File: config.mk
export PLATFORM = sky130hd
export DESIGN_NAME = fifo_write_arbiter_flat
export DESIGN_NICKNAME = d
export VERILOG_FILES = /design/src/rtl/fifo_pkg.sv /design/src/rtl/fifo_write_arbiter_if.sv /design/src/rtl/rr_arb2.sv /design/src/rtl/fifo_write_arbiter.sv /design/src/flat_wrapper.sv
export SDC_FILE = /design/constraint.sdc
export NUM_CORES = 1
export LEC_CHECK = 0
export CAP_MARGIN = 30
export CORE_ASPECT_RATIO = 1.2
export CORE_MARGIN = 2
export CORE_UTILIZATION = 45
export DETAILED_ROUTE_END_ITERATION = 12
export PLACE_DENSITY = 0.84
export SYNTH_ARGS = -nofsm -noshare
export SYNTH_HDL_FRONTEND = slang
export SYNTH_SLANG_ARGS = --single-unit
File: constraint.sdc
create_clock -name clock_write -period 9.35 [get_ports clock_write]
set_input_delay 0.935 -clock clock_write [delete_from_list [all_inputs] [get_ports clock_write]]
set_output_delay 0.935 -clock clock_write [all_outputs]
set_load 0.005 [all_outputs]
File: src/rtl/fifo_pkg.sv
// Shared sizing defaults and Gray-code helpers
// for the async FIFO write side.
package fifo_pkg;

  localparam int DEF_ADDR_WIDTH = 7;
  localparam int DEF_DATA_WIDTH = 8;
  localparam int DEF_DEPTH = 2 ** DEF_ADDR_WIDTH;

  function automatic logic [31:0] bin2gray(
    input logic [31:0] b
  );
    return b ^ (b >> 1);
  endfunction

  function automatic logic [31:0] gray2bin(
    input logic [31:0] g
  );
    logic [31:0] b;
    b = g;
    for (int i = 1; i < 32; i++) begin
      b = b ^ (g >> i);
    end
    return b;
  endfunction

endpackage

File: src/rtl/fifo_write_arbiter_if.sv
// Two-requester valid/ready bundle feeding
// the FIFO write port.
interface fifo_write_arbiter_if
  import fifo_pkg::*;
#(
  parameter int DATA_WIDTH = DEF_DATA_WIDTH
);

  logic [1:0]            req_valid;
  logic [DATA_WIDTH-1:0] req_data0;
  logic [DATA_WIDTH-1:0] req_data1;
  logic [1:0]            req_ready;

  modport master (
    output req_valid,
    output req_data0,
    output req_data1,
    input  req_ready
  );

  modport slave (
    input  req_valid,
    input  req_data0,
    input  req_data1,
    output req_ready
  );

endinterface

File: src/rtl/rr_arb2.sv
// Two-way round-robin arbiter; the loser of
// a tie wins the next contested cycle.
module rr_arb2 (
  input  logic       clock_write,
  input  logic       write_reset,
  input  logic [1:0] req,
  input  logic       en,
  output logic [1:0] grant
);

  logic last_grant;

  // grant from requests and who won last
  always_comb begin
    grant = 2'b00;
    if (en) begin
      unique case (req)
        2'b01:   grant = 2'b01;
        2'b10:   grant = 2'b10;
        2'b11:   grant = last_grant ? 2'b01 : 2'b10;
        default: grant = 2'b00;
      endcase
    end
  end

  // remember the winner of each transfer
  always_ff @(posedge clock_write) begin
    if (write_reset) begin
      last_grant <= 1'b1;
    end else if (|grant) begin
      last_grant <= grant[1];
    end
  end

endmodule

File: src/rtl/fifo_write_arbiter.sv
// Write-side controller of the async FIFO:
// arbitration, RAM write, Gray pointer, flags.
module fifo_write_arbiter
  import fifo_pkg::*;
#(
  parameter int ADDR_WIDTH   = DEF_ADDR_WIDTH,
  parameter int DATA_WIDTH   = DEF_DATA_WIDTH,
  parameter int AFULL_MARGIN = 4
) (
  input  logic                  clock_write,
  input  logic                  write_reset,
  fifo_write_arbiter_if.slave   req,
  input  logic [ADDR_WIDTH:0]   sync_read_pointer,
  output logic                  mem_write_en,
  output logic [ADDR_WIDTH-1:0] mem_write_addr,
  output logic [DATA_WIDTH-1:0] mem_write_data,
  output logic [ADDR_WIDTH:0]   write_pointer,
  output logic                  full,
  output logic                  almost_full,
  output logic [ADDR_WIDTH:0]   fill_level
);

  localparam int PW = ADDR_WIDTH + 1;
  localparam int DEPTH = 2 ** ADDR_WIDTH;
  localparam logic [PW-1:0] AF_LEVEL =
    PW'(DEPTH - AFULL_MARGIN);

  logic [PW-1:0] wbin;
  logic [PW-1:0] wbin_next;
  logic [PW-1:0] gray_next;
  logic [PW-1:0] rbin;
  logic [PW-1:0] rgray_full;
  logic [PW-1:0] fill_next;
  logic [1:0]    grant;
  logic          arb_en;
  logic          full_next;
  logic          afull_next;

  assign arb_en = ~full & ~write_reset;

  rr_arb2 u_arb (
    .clock_write (clock_write),
    .write_reset (write_reset),
    .req         (req.req_valid),
    .en          (arb_en),
    .grant       (grant)
  );

  assign req.req_ready = grant;
  assign mem_write_en = |(req.req_valid & grant);
  assign mem_write_addr = wbin[ADDR_WIDTH-1:0];
  assign mem_write_data = grant[1] ? req.req_data1
                                   : req.req_data0;

  // next pointer and flags; full compares against
  // the read pointer with its top two Gray bits flipped
  always_comb begin
    wbin_next  = wbin + PW'(mem_write_en);
    gray_next  = PW'(bin2gray(32'(wbin_next)));
    rbin       = PW'(gray2bin(32'(sync_read_pointer)));
    rgray_full = {~sync_read_pointer[ADDR_WIDTH -: 2],
                  sync_read_pointer[ADDR_WIDTH-2:0]};
    full_next  = (gray_next == rgray_full);
    fill_next  = wbin_next - rbin;
    afull_next = (fill_next >= AF_LEVEL);
  end

  // pointer and flag registers
  always_ff @(posedge clock_write) begin
    if (write_reset) begin
      wbin          <= '0;
      write_pointer <= '0;
      full          <= 1'b0;
      almost_full   <= 1'b0;
      fill_level    <= '0;
    end else begin
      wbin          <= wbin_next;
      write_pointer <= gray_next;
      full          <= full_next;
      almost_full   <= afull_next;
      fill_level    <= fill_next;
    end
  end

endmodule

File: src/flat_wrapper.sv
// flat-port wrapper written by rule: the top's interface ports become plain ports
module fifo_write_arbiter_flat import fifo_pkg::*;
#(
  parameter int ADDR_WIDTH   = DEF_ADDR_WIDTH,
  parameter int DATA_WIDTH   = DEF_DATA_WIDTH,
  parameter int AFULL_MARGIN = 4
)
  (clock_write, write_reset, sync_read_pointer, mem_write_en, mem_write_addr, mem_write_data, write_pointer, full, almost_full, fill_level, req_req_valid, req_req_data0, req_req_data1, req_req_ready);
  fifo_write_arbiter_if #(.DATA_WIDTH(DATA_WIDTH)) req_i ();
  input  logic clock_write;
  input  logic write_reset;
  input  logic [ADDR_WIDTH:0] sync_read_pointer;
  output logic mem_write_en;
  output logic [ADDR_WIDTH-1:0] mem_write_addr;
  output logic [DATA_WIDTH-1:0] mem_write_data;
  output logic [ADDR_WIDTH:0] write_pointer;
  output logic full;
  output logic almost_full;
  output logic [ADDR_WIDTH:0] fill_level;
  input wire logic [$bits(req_i.req_valid)-1:0] req_req_valid;
  input wire logic [$bits(req_i.req_data0)-1:0] req_req_data0;
  input wire logic [$bits(req_i.req_data1)-1:0] req_req_data1;
  output wire logic [$bits(req_i.req_ready)-1:0] req_req_ready;
  assign req_i.req_valid = req_req_valid;
  assign req_i.req_data0 = req_req_data0;
  assign req_i.req_data1 = req_req_data1;
  assign req_req_ready = req_i.req_ready;
  fifo_write_arbiter #(.ADDR_WIDTH(ADDR_WIDTH), .DATA_WIDTH(DATA_WIDTH), .AFULL_MARGIN(AFULL_MARGIN)) u_core (.clock_write(clock_write), .write_reset(write_reset), .req(req_i), .sync_read_pointer(sync_read_pointer), .mem_write_en(mem_write_en), .mem_write_addr(mem_write_addr), .mem_write_data(mem_write_data), .write_pointer(write_pointer), .full(full), .almost_full(almost_full), .fill_level(fill_level));
endmodule
==> results_dict.tcl, run 1 <==
set metrics [dict create \
    result_of_the_run "complete, no violations" \
    clock_pin_transition_on_the_worst_setup_and_hold_timing_paths_ns 0.09 \
    worst_hold_path_type "flip-flop to flip-flop" \
    fin_crit_sh 0.511 \
    timing.final.setup_violations 0 \
    edff_count_synth 0 \
    hold_buffers 0 \
    rsz_0062_raised_after_global_routing "false" \
    cts_buffers 3 \
    final_design_area_no_fill_um2 2250 \
    worstHoldPathCells 2 \
    number_of_input_and_output_port_buffers_inserted 63 \
    max_slew.worst_pin.slew_ns 0.926 \
    setup.worst_path.start_class "input pin" \
    worstSkewPairLatency_ns 0.27 \
    timing_hold_violations_final 0 \
    cts.repair.resized 0 \
    post-route-worst-setup-slack_ns 4.57 \
    detailed_place.area_um2 2180 \
    post_synth_main_area_contributors "sky130_fd_sc_hd__dfxtp_1, sky130_fd_sc_hd__xnor2_1, sky130_fd_sc_hd__xor2_1" \
    post_cts_buffers 0 \
    clock_period_minus_worst_slack_ns 4.78 \
    synth_ff_type "sky130_fd_sc_hd__dfxtp_1" \
    cp_max_fo 27 \
    max_slew_margin 0.381 \
    layoutNonFillerInstCount 279 \
    highest_ir_drop_seen_on_vdd_mv 0.0987 \
    worst_r2r_path_depth 15 \
    pre_cts_ws_ns 4.31 \
    num-fill-cells 260 \
    critical_path_arrival_ns 4.95 \
    gp_congestion 0.783 \
    area.growth.synth_to_final_pct 48.8 \
    pin_count_of_the_biggest_net_entering_global_routing 28 \
    post-place-cells 275 \
    pwr_density_nw_per_um2 153 \
    die_height_um 67.5 \
    final.setup_skew_ns 0.00248 \
    globalRoute.totalOverflow 0 \
    syn_warnings 0 \
    floorplan.die_area_um2 3840 \
    max-cap-violations 0 \
    utilization 0.685 \
    mapped_cells 178 \
    cts-htree-levels 1 \
    antenna_cells 0 \
    routed_wirelength_mm 3.37 \
    postRouteAntennaNets 0 \
    dr_total_vias 1379 \
    area_used_by_multi_input_combinational_logic_um2 942 \
    synth.net_count 215 \
    grt_pass1_vias 1265 \
    design.core.area_um2 3280 \
    wire_length_of_the_first_global_routing_pass_mm 5.54 \
    detail_route.wl_per_cell_um 12.1 \
    ff_latch_area_um2 520 \
    cts_root_buf "sky130_fd_sc_hd__clkbuf_8" \
    detail_route.iter0.violations 61 \
    initial_cell_density_of_the_core 0.461 \
    yosys.cell_count.top_type "sky130_fd_sc_hd__nand2_1" \
    design.portCount 64 \
    worst-setup-path-type "input pin to flip-flop" \
    yosys.area.top_type "sky130_fd_sc_hd__dfxtp_1" \
    ys_types 32 \
    num_rows 23 \
    drc_violations 0 \
    clk_path_buf_depth 2 \
    synth_top_area_frac 0.344 \
    routed_via_density 4.94 \
    die_w_um 56.9 \
    synth.yosys.seq_area_share 0.344 \
    cts_tree "built" \
    leakagePower_uw 0.000989 \
    syn_area_per_cell_um2 8.49 \
    timing.final.max_slew_violations 0 \
    setup_total_negative_slack_ns 0 \
    netlist_top_cells_count "sky130_fd_sc_hd__nand2_1, sky130_fd_sc_hd__dfxtp_1, sky130_fd_sc_hd__nor2_1" \
    post_route_cells_drive_above_1_share 0.0372 \
    grt_antenna_before_repair 0 \
    critical_path_required_ns 9.53 \
    critical_path.endpoint_type "flip-flop" \
    detail_route.first_pass.iterations 4 \
    layout.nets 280 \
    async_reset_ff_frac 0 \
    aggregate_global_route_resource_usage 0.183 \
    synth.cell_area_um2 1510 \
    ys_seq_elements 26 \
    upper_clock_frequency_limit_ghz 0.209 \
    hpwl_after_detailed_placement_mm 2.69 \
    clock-sinks 26 \
]
sequential cells by signal, indices dropped and copies added, names as in the netlist:
register and count:
u_core.fill_level 8, u_core.almost_full 1, u_core.full 1, u_core.write_pointer 8, u_core.wbin 7, u_core.u_arb.last_grant 1
cells in the final DEF (no fill, tap or decap):
master	instances
sky130_fd_sc_hd__clkdlybuf4s50_1	63
sky130_fd_sc_hd__nand2_1	29
sky130_fd_sc_hd__nor2_1	26
sky130_fd_sc_hd__dfxtp_1	26
sky130_fd_sc_hd__xnor2_1	18
sky130_fd_sc_hd__xor2_1	15
sky130_fd_sc_hd__nand3_1	11
sky130_fd_sc_hd__inv_1	9
sky130_fd_sc_hd__ha_1	8
sky130_fd_sc_hd__nor2b_1	5
sky130_fd_sc_hd__or3_1	4
sky130_fd_sc_hd__a21oi_1	3
sky130_fd_sc_hd__clkbuf_8	3
sky130_fd_sc_hd__xnor3_2	2
sky130_fd_sc_hd__o21ai_0	2
sky130_fd_sc_hd__clkinv_1	1
sky130_fd_sc_hd__xnor3_1	1
sky130_fd_sc_hd__maj3_2	1
sky130_fd_sc_hd__a21oi_2	1
sky130_fd_sc_hd__mux2i_1	1
sky130_fd_sc_hd__o31ai_1	1
sky130_fd_sc_hd__a2111oi_2	1
sky130_fd_sc_hd__a21o_1	1
sky130_fd_sc_hd__maj3_1	1
sky130_fd_sc_hd__a31oi_1	1
sky130_fd_sc_hd__o32ai_1	1
sky130_fd_sc_hd__a22oi_1	1
sky130_fd_sc_hd__a211o_1	1
sky130_fd_sc_hd__and3_1	1
sky130_fd_sc_hd__nor3_1	1
sky130_fd_sc_hd__a211oi_1	1
sky130_fd_sc_hd__fa_1	1
sky130_fd_sc_hd__bufinv_16	1
metrics by stage:
stage,total power (µW),hold slack (ns)
floorplan,201,0.461
global placement,254,0.489
detailed placement,256,0.489
CTS,348,0.516
global route,364,0.546
finish,344,0.515
cells by family (layout without fill, tap and decap cells):
group | Yosys count | after routing | synth area share
AO/OA/AOI/OAI | 14 | 14 | 0.0679
adder cells (fa/ha/maj) | 11 | 11 | 0.0935
flip-flops | 26 | 26 | 0.344
AND/OR/NAND/NOR | 77 | 77 | 0.218
buffers and inverters | 13 | 77 | 0.0323
multiplexers | 1 | 1 | 0.00662
XOR/XNOR | 36 | 36 | 0.238
report_power, final:
part           switching [µW]  internal [µW]  total [µW]
Clock                    34.1           57.2        91.3
Combinational            51.8           73.9         126
Sequential               3.39            123         127
Total                    89.3            254         344
critical path: stages:
cell and delay [ns]:
sky130_fd_sc_hd__clkdlybuf4s50_1 1.08, sky130_fd_sc_hd__nor2_1 0.19, sky130_fd_sc_hd__o21ai_0 0.16, sky130_fd_sc_hd__inv_1 0.09, sky130_fd_sc_hd__ha_1 0.21, sky130_fd_sc_hd__ha_1 0.24
sky130_fd_sc_hd__nand3_1 0.08, sky130_fd_sc_hd__nor2_1 0.05, sky130_fd_sc_hd__xnor2_1 0.53, sky130_fd_sc_hd__inv_1 0.10, sky130_fd_sc_hd__ha_1 0.31, sky130_fd_sc_hd__inv_1 0.09
sky130_fd_sc_hd__or3_1 0.37, sky130_fd_sc_hd__mux2i_1 0.17, sky130_fd_sc_hd__a2111oi_2 0.08, sky130_fd_sc_hd__o32ai_1 0.26
path summary, 6_finish.rpt:
path | from | endpoint | slack, ns
hold / removal | u_core.u_arb.last_grant | u_core.u_arb.last_grant | 0.51
setup reg to reg | u_core.full | u_core.almost_full | 6.09
hold reg to reg | u_core.u_arb.last_grant | u_core.u_arb.last_grant | 0.51
setup / recovery | write_reset | u_core.almost_full | 4.57
final cells by class:
cell class,count,share of cell area
multi-input cells,139,0.419
repair buffers,63,0.280
flip-flops and latches,26,0.231
well taps,37,0.0206
clock buffers,3,0.0184
inverters,10,0.0167
clock inverters,1,0.0134
routing by layer:
| metal | share of wire | global-route usage | vias up |
|---|---|---|---|
| li1 | - | - | 708 |
| met1 | 0.42 | 0.226 | 622 |
| met2 | 0.49 | 0.323 | 45 |
| met3 | 0.073 | 0.0364 | 4 |
| met4 | 0.013 | 0.0523 | 0 |
| met5 | 0 | 0 | - |
Note: power is estimated with default switching activity, not from simulation.
==> inputs of run 2 (changes only) <==
- CORE_UTILIZATION: 45 -> 42
- PLACE_DENSITY: 0.84 -> 0.79
- clock period: 9.35 -> 4.7 ns (I/O delays scaled with it)
==> run 2 against run 1 <==
Effect of this change:
- non-clock buffer count grew 3
- register-to-register slack lost 4.6 ns
- die area grew 6.7%
- via count grew 1.3%
- the flow now finishes with violations (design-rule violations)
- wire length grew 0.18%
- total power grew 100%
- cell count grew 1.1%
- critical path depth shrank 3
- highest routed layer unchanged
- flip-flop and latch count is the same
- worst hold slack lost 0.0014 ns
- first-iteration DRC count shrank 9.8%
- combinational power grew 100%
- critical path type unchanged
==> results_dict.tcl, run 2 (synthesized netlist as in run 1, its figures left out) <==
set metrics [dict create \
    result_of_the_run "complete, but fails checks" \
    violations "design-rule violations" \
    critical_path_required_ns 4.86 \
    critical_path.endpoint_type "flip-flop" \
    die_w_um 58.8 \
    max_slew.worst_pin.slew_ns 0.692 \
    grt_pass1_vias 1282 \
    antenna_cells 0 \
    clock-sinks 26 \
    wire_length_of_the_first_global_routing_pass_mm 5.57 \
    clk_path_buf_depth 2 \
    pin_count_of_the_biggest_net_entering_global_routing 27 \
    clock_period_minus_worst_slack_ns 4.04 \
    number_of_input_and_output_port_buffers_inserted 63 \
    cts_root_buf "sky130_fd_sc_hd__clkbuf_8" \
    num_rows 23 \
    detail_route.iter0.violations 55 \
    ff_latch_area_um2 520 \
    setup.worst_path.start_class "input pin" \
    cts_tree "built" \
    timing.final.max_slew_violations 0 \
    post-route-worst-setup-slack_ns 0.659 \
    detail_route.wl_per_cell_um 12.0 \
    area_used_by_multi_input_combinational_logic_um2 942 \
    timing.final.setup_violations 0 \
    cp_max_fo 4 \
    rsz_0062_raised_after_global_routing "false" \
    drc_violations 8 \
    worstSkewPairLatency_ns 0.27 \
    floorplan.die_area_um2 4100 \
    initial_cell_density_of_the_core 0.445 \
    detail_route.first_pass.iterations 9 \
    hpwl_after_detailed_placement_mm 2.74 \
    leakagePower_uw 0.00100 \
    postRouteAntennaNets 0 \
    totalPowerFinal_uw 690 \
    num-fill-cells 293 \
    routed_via_density 4.95 \
    critical_path_arrival_ns 4.20 \
    setup_total_negative_slack_ns 0 \
    aggregate_global_route_resource_usage 0.170 \
    layout.cells.most_common "sky130_fd_sc_hd__clkdlybuf4s50_1" \
    post_route_cells_drive_above_1_share 0.0490 \
    gp_congestion 0.772 \
    routed_wirelength_mm 3.37 \
    layout.nets 283 \
    fin_hold_ws_ns 0.513 \
    top_regs "u_core.fill_level: 8 flops, u_core.write_pointer: 8 flops, u_core.wbin: 7 flops" \
    dr_total_vias 1397 \
    hold_buffers 0 \
    cts-htree-levels 1 \
    most_frequent_cells_in_the_layout "sky130_fd_sc_hd__clkdlybuf4s50_1, sky130_fd_sc_hd__nand2_1, sky130_fd_sc_hd__nor2_1, sky130_fd_sc_hd__dfxtp_1, sky130_fd_sc_hd__xnor2_1" \
    clock_pin_transition_on_the_worst_setup_and_hold_timing_paths_ns 0.09 \
    design.core.area_um2 3400 \
    cts.repair.resized 0 \
    max-cap-violations 0 \
    fin_crit_sh 0.860 \
    globalRoute.totalOverflow 0 \
    upper_clock_frequency_limit_ghz 0.247 \
    pre_cts_ws_ns 0.366 \
    cts_buffers 3 \
    area.growth.synth_to_final_pct 50.2 \
    design.portCount 64 \
    die_height_um 69.7 \
    highest_ir_drop_seen_on_vdd_mv 0.165 \
    worst-setup-path-type "input pin to flip-flop" \
    max_slew_margin 0.535 \
    pwr_density_nw_per_um2 304 \
    post_cts_buffers 0 \
    grt_antenna_before_repair 0 \
    worst_hold_path_type "flip-flop to flip-flop" \
    timing_hold_violations_final 0 \
    final.setup_skew_ns 0.0125 \
]
[run 2: cell count changes in the layout (fill, tap and decap cells not counted), sizes merged]
cell and delta:
buf +3
[run 2: metrics by stage]
| step | instance area (µm²) | std cells | util |
|---|---|---|---|
| 3_5_place_dp | 2200 | 278 | 0.648 |
| 2_1_floorplan | 1510 | 178 | - |
| 4_1_cts | 2270 | 282 | 0.669 |
| 6_report | 2270 | 282 | 0.669 |
| 3_3_place_gp | 2200 | 278 | 0.648 |
| 5_1_grt | 2270 | 282 | 0.669 |
[run 2: routing by layer]
metal | GRT usage | vias up | part of all wire
li1 | - | 714 | -
met3 | 0.0429 | 4 | 0.098
met4 | 0.0530 | 0 | 0.010
met5 | 0 | - | 0
met1 | 0.204 | 627 | 0.40
met2 | 0.290 | 52 | 0.49
[run 2: where the power goes]
| part | internal, µW | switching [µW] |
|---|---|---|
| Combinational | 149 | 104 |
| Sequential | 245 | 7.46 |
| Clock | 114 | 70.4 |
[run 2: area by class of cell]
class | count | share of cell area
well taps | 37 | 0.0204
clock inverters | 1 | 0.0132
repair buffers | 66 | 0.288
inverters | 10 | 0.0165
flip-flops and latches | 26 | 0.229
multi-input cells | 139 | 0.415
clock buffers | 3 | 0.0182
[run 2: final timing paths]
kind | startpoint | cells past startpoint | end | slack [ns]
hold / removal | u_core.u_arb.last_grant | 2 | u_core.u_arb.last_grant | 0.51
hold reg to reg | u_core.u_arb.last_grant | 2 | u_core.u_arb.last_grant | 0.51
setup / recovery | sync_read_pointer[3] | 13 | u_core.almost_full | 0.66
setup reg to reg | u_core.full | 15 | u_core.almost_full | 1.50
[run 2: worst max-delay path, cell delays in order]
cell,delay [ns]
sky130_fd_sc_hd__clkdlybuf4s50_1,0.50
sky130_fd_sc_hd__xnor3_2,0.46
sky130_fd_sc_hd__xnor3_2,0.43
sky130_fd_sc_hd__xor2_1,0.33
sky130_fd_sc_hd__xnor2_1,0.18
sky130_fd_sc_hd__ha_1,0.18
sky130_fd_sc_hd__inv_1,0.06
sky130_fd_sc_hd__fa_1,0.41
sky130_fd_sc_hd__maj3_2,0.33
sky130_fd_sc_hd__a21oi_2,0.20
sky130_fd_sc_hd__mux2i_1,0.11
sky130_fd_sc_hd__a2111oi_2,0.40
sky130_fd_sc_hd__o32ai_1,0.14
